`src/rtl/fetch_unit_if.sv`:
```
// Fetch-stage bus: program_counter feedback, instruction memory port and the
// one-entry instruction buffer handshake toward decode.
interface fetch_unit_if #(
    parameter int WORD_W = 32
);
    logic [WORD_W-1:0] pc_out;
    logic [WORD_W-1:0] pc_in;
    logic              pcWEN;
    logic              imemREN;
    logic [WORD_W-1:0] imemaddr;
    logic              ihit;
    logic [WORD_W-1:0] imemload;
    logic              redirect;
    logic [WORD_W-1:0] redirect_pc;
    logic              halt;
    logic [WORD_W-1:0] instr;
    logic [WORD_W-1:0] instr_pc;
    logic              instr_valid;
    logic              instr_ready;

    // The fetch unit itself.
    modport master (
        input  pc_out, ihit, imemload, redirect, redirect_pc, halt, instr_ready,
        output pc_in, pcWEN, imemREN, imemaddr, instr, instr_pc, instr_valid
    );

    // Everything around it: PC register, instruction memory, decode, control.
    modport slave (
        output pc_out, ihit, imemload, redirect, redirect_pc, halt, instr_ready,
        input  pc_in, pcWEN, imemREN, imemaddr, instr, instr_pc, instr_valid
    );
endinterface

```
`src/rtl/fetch_unit.sv`:
```
// Fetch stage: reads the current PC, requests the instruction, buffers it in a
// single entry toward decode and writes the next PC (sequential or redirect).
module fetch_unit #(
    parameter int WORD_W  = 32,
    parameter int PC_STEP = 4
) (
    input  logic          CLK,
    input  logic          nRST,
    fetch_unit_if.master  bus
);
    typedef enum logic [1:0] {
        IDLE,
        REQ,
        FULL,
        HALTED
    } state_t;

    localparam logic [WORD_W-1:0] ALIGN_MASK = ~WORD_W'(3);

    state_t state;

    // Fetch is active only in REQ and FULL; IDLE and HALTED never touch the PC.
    logic active;
    assign active = (state == REQ) || (state == FULL);

    // Moore read request, word-aligned address, quiet outside REQ.
    assign bus.imemREN  = (state == REQ);
    assign bus.imemaddr = (state == REQ) ? (bus.pc_out & ALIGN_MASK) : '0;

    // Next-PC write: halt suppresses it, redirect beats a same-cycle ihit.
    always_comb begin
        // NOTE: every output gets a default first so no path leaves it unassigned (no latch).
        bus.pcWEN = 1'b0;
        bus.pc_in = '0;
        if (active && !bus.halt) begin
            if (bus.redirect) begin
                bus.pcWEN = 1'b1;
                bus.pc_in = bus.redirect_pc & ALIGN_MASK;
            end else if ((state == REQ) && bus.ihit) begin
                bus.pcWEN = 1'b1;
                bus.pc_in = bus.pc_out + WORD_W'(PC_STEP);
            end
        end
    end

    // Fetch FSM and instruction buffer; priority halt > redirect > ihit/ready.
    always_ff @(posedge CLK or negedge nRST) begin
        if (!nRST) begin
            // NOTE: non-blocking assignments throughout so every register samples pre-edge values.
            state           <= IDLE;
            bus.instr       <= '0;
            bus.instr_pc    <= '0;
            bus.instr_valid <= 1'b0;
        end else begin
            case (state)
                IDLE: begin
                    state <= bus.halt ? HALTED : REQ;
                end
                REQ, FULL: begin
                    if (bus.halt) begin
                        state           <= HALTED;
                        bus.instr_valid <= 1'b0;
                    end else if (bus.redirect) begin
                        state           <= REQ;
                        bus.instr_valid <= 1'b0;
                    end else if (state == REQ) begin
                        if (bus.ihit) begin
                            bus.instr       <= bus.imemload;
                            bus.instr_pc    <= bus.pc_out;
                            bus.instr_valid <= 1'b1;
                            state           <= FULL;
                        end
                    end else if (bus.instr_ready) begin
                        bus.instr_valid <= 1'b0;
                        state           <= REQ;
                    end
                end
                default: begin
                    state <= HALTED;
                end
            endcase
        end
    end
endmodule

```
`src/flat_wrapper.sv`:
```
// flat-port wrapper written by rule: the top's interface ports become plain ports
module fetch_unit_flat 
#(
    parameter int WORD_W  = 32,
    parameter int PC_STEP = 4
)
  (CLK, nRST, bus_pc_out, bus_ihit, bus_imemload, bus_redirect, bus_redirect_pc, bus_halt, bus_instr_ready, bus_pc_in, bus_pcWEN, bus_imemREN, bus_imemaddr, bus_instr, bus_instr_pc, bus_instr_valid);
  fetch_unit_if #(.WORD_W(WORD_W)) bus_i ();
  input  logic CLK;
  input  logic nRST;
  input wire logic [$bits(bus_i.pc_out)-1:0] bus_pc_out;
  input wire logic [$bits(bus_i.ihit)-1:0] bus_ihit;
  input wire logic [$bits(bus_i.imemload)-1:0] bus_imemload;
  input wire logic [$bits(bus_i.redirect)-1:0] bus_redirect;
  input wire logic [$bits(bus_i.redirect_pc)-1:0] bus_redirect_pc;
  input wire logic [$bits(bus_i.halt)-1:0] bus_halt;
  input wire logic [$bits(bus_i.instr_ready)-1:0] bus_instr_ready;
  output wire logic [$bits(bus_i.pc_in)-1:0] bus_pc_in;
  output wire logic [$bits(bus_i.pcWEN)-1:0] bus_pcWEN;
  output wire logic [$bits(bus_i.imemREN)-1:0] bus_imemREN;
  output wire logic [$bits(bus_i.imemaddr)-1:0] bus_imemaddr;
  output wire logic [$bits(bus_i.instr)-1:0] bus_instr;
  output wire logic [$bits(bus_i.instr_pc)-1:0] bus_instr_pc;
  output wire logic [$bits(bus_i.instr_valid)-1:0] bus_instr_valid;
  assign bus_i.pc_out = bus_pc_out;
  assign bus_i.ihit = bus_ihit;
  assign bus_i.imemload = bus_imemload;
  assign bus_i.redirect = bus_redirect;
  assign bus_i.redirect_pc = bus_redirect_pc;
  assign bus_i.halt = bus_halt;
  assign bus_i.instr_ready = bus_instr_ready;
  assign bus_pc_in = bus_i.pc_in;
  assign bus_pcWEN = bus_i.pcWEN;
  assign bus_imemREN = bus_i.imemREN;
  assign bus_imemaddr = bus_i.imemaddr;
  assign bus_instr = bus_i.instr;
  assign bus_instr_pc = bus_i.instr_pc;
  assign bus_instr_valid = bus_i.instr_valid;
  fetch_unit #(.WORD_W(WORD_W), .PC_STEP(PC_STEP)) u_core (.CLK(CLK), .nRST(nRST), .bus(bus_i));
endmodule
```
`config.mk`:
```
export PLATFORM = sky130hd
export DESIGN_NAME = fetch_unit_flat
export DESIGN_NICKNAME = d
export VERILOG_FILES = /design/src/rtl/fetch_unit_if.sv /design/src/rtl/fetch_unit.sv /design/src/flat_wrapper.sv
export SDC_FILE = /design/constraint.sdc
export NUM_CORES = 1
export LEC_CHECK = 0
export ABC_AREA = 1
export CORE_MARGIN = 3
export CORE_UTILIZATION = 45
export DETAILED_ROUTE_END_ITERATION = 16
export DONT_BUFFER_PORTS = 1
export GPL_TIMING_DRIVEN = 0
export SYNTH_ARGS = -nofsm -noshare
export SYNTH_HDL_FRONTEND = slang
export SYNTH_SLANG_ARGS = --single-unit
```
`constraint.sdc`:
```
create_clock -name CLK -period 5.8 [get_ports CLK]
set_input_delay 1.16 -clock CLK [delete_from_list [all_inputs] [get_ports CLK]]
set_output_delay 1.16 -clock CLK [all_outputs]
set_load 0.02 [all_outputs]
```
Word level (Yosys, flattened, before mapping)
Index checks and enable logic that the tools add are counted.

Register bits after elaboration: 67.

Add/subtract/negate cells: 1. Equality and inequality tests: 5. Multiplexer cells: 19. Bitwise operators: 2. Reduce and logical (&&, ||, !) cells: 10.

Operators with widths (number): $mux 32 (4); $add 32x3->32 const B (1); $mux 2 (6); $ne 5x5->1 const B (2); $mux 1 (8); $reduce_and 5->1 (1); $ne 4x4->1 const B (1); $pmux 2 s2 (1); $reduce_bool 4->1 (1); $reduce_and 3->1 (1); $eq 2x1->1 const B (1); $eq 2x2->1 const B (1); $logic_and 1x1->1 (2); $logic_not 2->1 (1); $not 1->1 (2); $reduce_and 2->1 (1); $reduce_or 2->1 (1); $logic_not 1->1 (1); $logic_or 1x1->1 (1).

Longest topological paths before layout
Depth in word-level cells: 5. Depth in mapped cells: 12.

Worst setup path before layout
OpenSTA, ideal clock, no wires.

Path type: input port to output port. Start point: in bus_pc_out[2]. End point: out bus_pc_in[26]. Arrival time: 2317 ps. Data required time: 4640 ps. Path slack: 2323 ps. Cell stages on the path: 9. Cells stage by stage: ha_1 -> nand2_1 -> nor2_1 -> nand2_2 -> nor2_2 -> nand2_1 -> nand2_1 -> nand3_1 -> a21oi_1.

Longest elaborated chain between the ends: 4.

RTL lines: start: declaration (line flat_wrapper.sv:11) `input wire logic [$bits(bus_i.pc_out)-1:0] bus_pc_out;`; $add 32x3->32 (line fetch_unit.sv:41) `bus.pc_in = bus.pc_out + WORD_W'(PC_STEP);`; $mux 32 (line fetch_unit.sv:39) `end else if ((state == REQ) && bus.ihit) begin`; $mux 32 (line fetch_unit.sv:36) `if (bus.redirect) begin`; $mux 32 (line fetch_unit.sv:35) `if (active && !bus.halt) begin`; end: declaration (line flat_wrapper.sv:18) `output wire logic [$bits(bus_i.pc_in)-1:0] bus_pc_in;`.

Every way passes these cells.

Worst setup path after layout
Start point: in bus_pc_out[2]. End point: out bus_pc_in[30].

Same word-level chain as after synthesis.

==> flow_summary.toml <==
[drt]
routed_wl_um = 12300
dr_total_vias = 3907
avgRoutedWirePerCell_um = 16.25
drc = 0
via_per_inst = 5.161
final_antenna_net_count = 0
drtIter0Drc = 146
first_pass_iters = 4

[clocking]
clk_latency_ns = 0.34
htree_levels = 3
tritoncts = "yes"
clock_sinks = 67
clock-root-buffer = "clkbuf_8"
numCtsBuffers = 9
clk_pin_slew_ns = 0.07
clk_path_buf_depth = 2
cts-hold-fix-buffers = 0
post_cts_buffers = 0
cts_resized = 0

[die]
core_um2 = 8848
die_x_um = 102.0
ioPinCount = 233
rows = 34
initial_core_util = 0.4685
die_y_um = 102.0
dieArea_um2 = 10400

[finish]
drive_gt1_frac = 0.08012
layout_common_cells = "275 x nand2_1, 75 x inv_1, 67 x dfrtp_1"
final_nets = 751
areaGrowthSynthToFinish_pct = 7.757
fin_area_um2 = 4467
diodes = 0
fin_util = 0.5048
final_common_cell = "nand2_1"
n_fill_cell = 934

[place]
dp_hpwl_um = 10060
portBuffers = 0
placed_area_um2 = 4284
gp_congestion = 0.8684
dp_slack_ns = 2.045

[logic_synthesis]
synth.top_cell.area_share = 0.4045
yosys_register_bits = 67
ys_top_cells_by_area = "dfrtp_1 40%, nand2_1 25%, inv_1 6.8%, nand3_1 4.7%, nor2_1 4.1%"
postSynthCellCount = 633
synth-seq-area-share = 0.4045
yosys_warnings = 0
avgSynthCellArea_um2 = 6.549
synth_area_um2 = 4145
yosysUniqueCellTypes = 29
post-synth-top-area-cell = "dfrtp_1"

[timing]
tightestPinTransition_ns = 0.5646
setup_tns_ns = 0
finalSetupViolCount = 0
hold_viol = 0
hold-worst-slack_ns = 0.5090
finalWorstSetupSlack_ns = 2.030
finClkSkew_ns = 0.007669
slew-limit-headroom = 0.6248
slew_violations = 0
rsz0062_at_grt = "no"
fin_crit_ns = 3.770
fin_crit_sh = 0.6499
max_freq_mhz = 265.3

[global_routing]
use_met3 = 0.06826
grt_pass1_vias = 3399
overflow = 0
grt_use_met1 = 0.2941
gr-usage-met2 = 0.3648
global_route.peak_usage_layer = "met2"
grt_pass1_wl_um = 17870
antenna_found_initial = 0
grt_util_all_layers = 0.2250
grt_max_degree = 68

[worst_setup_path]
startpoint = "bus_pc_out[2]"
arrival_ns = 2.61
worstSetupEndpointType = "output port"
cp.required_ns = 4.64
worst-path-max-fanout = 7
reg2reg_from = "u_core.state[1]"
worstSetupPathType = "in -> out"
reg2reg_slack_ns = 3.65
startpoint_type = "input port"

[flow_run]
max-cap-violations = 0

[power]
powerDensity_nw_per_um2 = 467.6
p_leak_nw = 2.434
vdd_drop_max_mv = 0.2403

[run_status]
status = "completed"

[worst_hold_path]
worstHoldPathType = "in -> async"
-- cell families after synthesis --
family / synth area share
xor+xnor: 0.004227
simple gates: 0.3604
buf+inv: 0.1144
flops: 0.4045
fa+ha+maj: 0.01207
compound gates: 0.1035
other cells: 0.0009047
-- routing by layer --
| layer | wire length [um] | vias up |
|---|---|---|
| met5 | 0 | - |
| met4 | 147 | 0 |
| met3 | 1241 | 12 |
| met2 | 5667 | 190 |
| met1 | 5243 | 1748 |
| li1 | - | 1957 |
-- per-stage QoR --
step / std cells / power, W
2_1_floorplan: 634 / 0.001580
3_3_place_gp: 742 / 0.001730
3_5_place_dp: 742 / 0.001750
4_1_cts: 757 / 0.002114
5_1_grt: 757 / 0.002238
6_report: 757 / 0.002089
-- path summary, 6_finish.rpt --
| path | to | cells after the start |
|---|---|---|
| max in group asynchronous | u_core.bus.instr_pc[6] | 0 |
| setup reg to reg | u_core.bus.instr_pc[16] | 12 |
| hold / removal | u_core.bus.instr[0] | 0 |
| hold reg to reg | u_core.bus.instr[26] | 2 |
| min in group CLK | u_core.bus.instr[26] | 2 |
| setup / recovery | bus_pc_in[30] | 9 |
-- power by group --
| part | switching (W) | internal, W |
|---|---|---|
| clock | 0.000168 | 0.000195 |
| combinational | 0.000460 | 0.000187 |
| sequential | 0.000408 | 0.000671 |
| total | 0.00104 | 0.00105 |
-- worst max-delay path, cell delays in order --
cell     delay [ns]
ha_1           0.14
nand2_1        0.09
nor2_1         0.17
nand2_2        0.14
nor2_1         0.25
nand2_1        0.09
nand2_1        0.06
nand3_1        0.10
a21oi_1        0.40
-- flip-flops by register name, indices dropped and copies added (netlist names) --
name                    flops
u_core.bus.instr_valid      1
u_core.bus.instr_pc        32
u_core.bus.instr           32
u_core.state                2
-- cell usage after synthesis --
cell type,count
xor2_1,2
nor2_4,2
a21oi_1,32
o21ai_2,4
buf_6,2
o21ai_1,16
nand3_1,39
inv_1,75
clkbuf_1,11
o2111ai_1,1
o21ai_0,21
ha_1,4
a31oi_1,1
dfrtp_1,67
nand2_2,3
a32o_1,1
inv_4,1
nor2_1,45
inv_2,4
nor3_1,1
buf_2,5
nand2_1,275
nor2_2,4
a31o_2,1
conb_1,1
and2_1,1
nor2_8,1
o211ai_1,2
buf_4,11
-- layout make-up --
type / instances / area, um^2 / share of cell area
clock inverters: 5 / 55.05 / 0.01232
plain buffers: 29 / 171.4 / 0.03838
flip-flops and latches: 67 / 1677 / 0.3754
clock buffers: 10 / 127.6 / 0.02857
multi-input cells: 458 / 1998 / 0.4473
inverters: 80 / 302.8 / 0.06779
well taps: 108 / 135.1 / 0.03025
(Power assumes the default switching activity.)
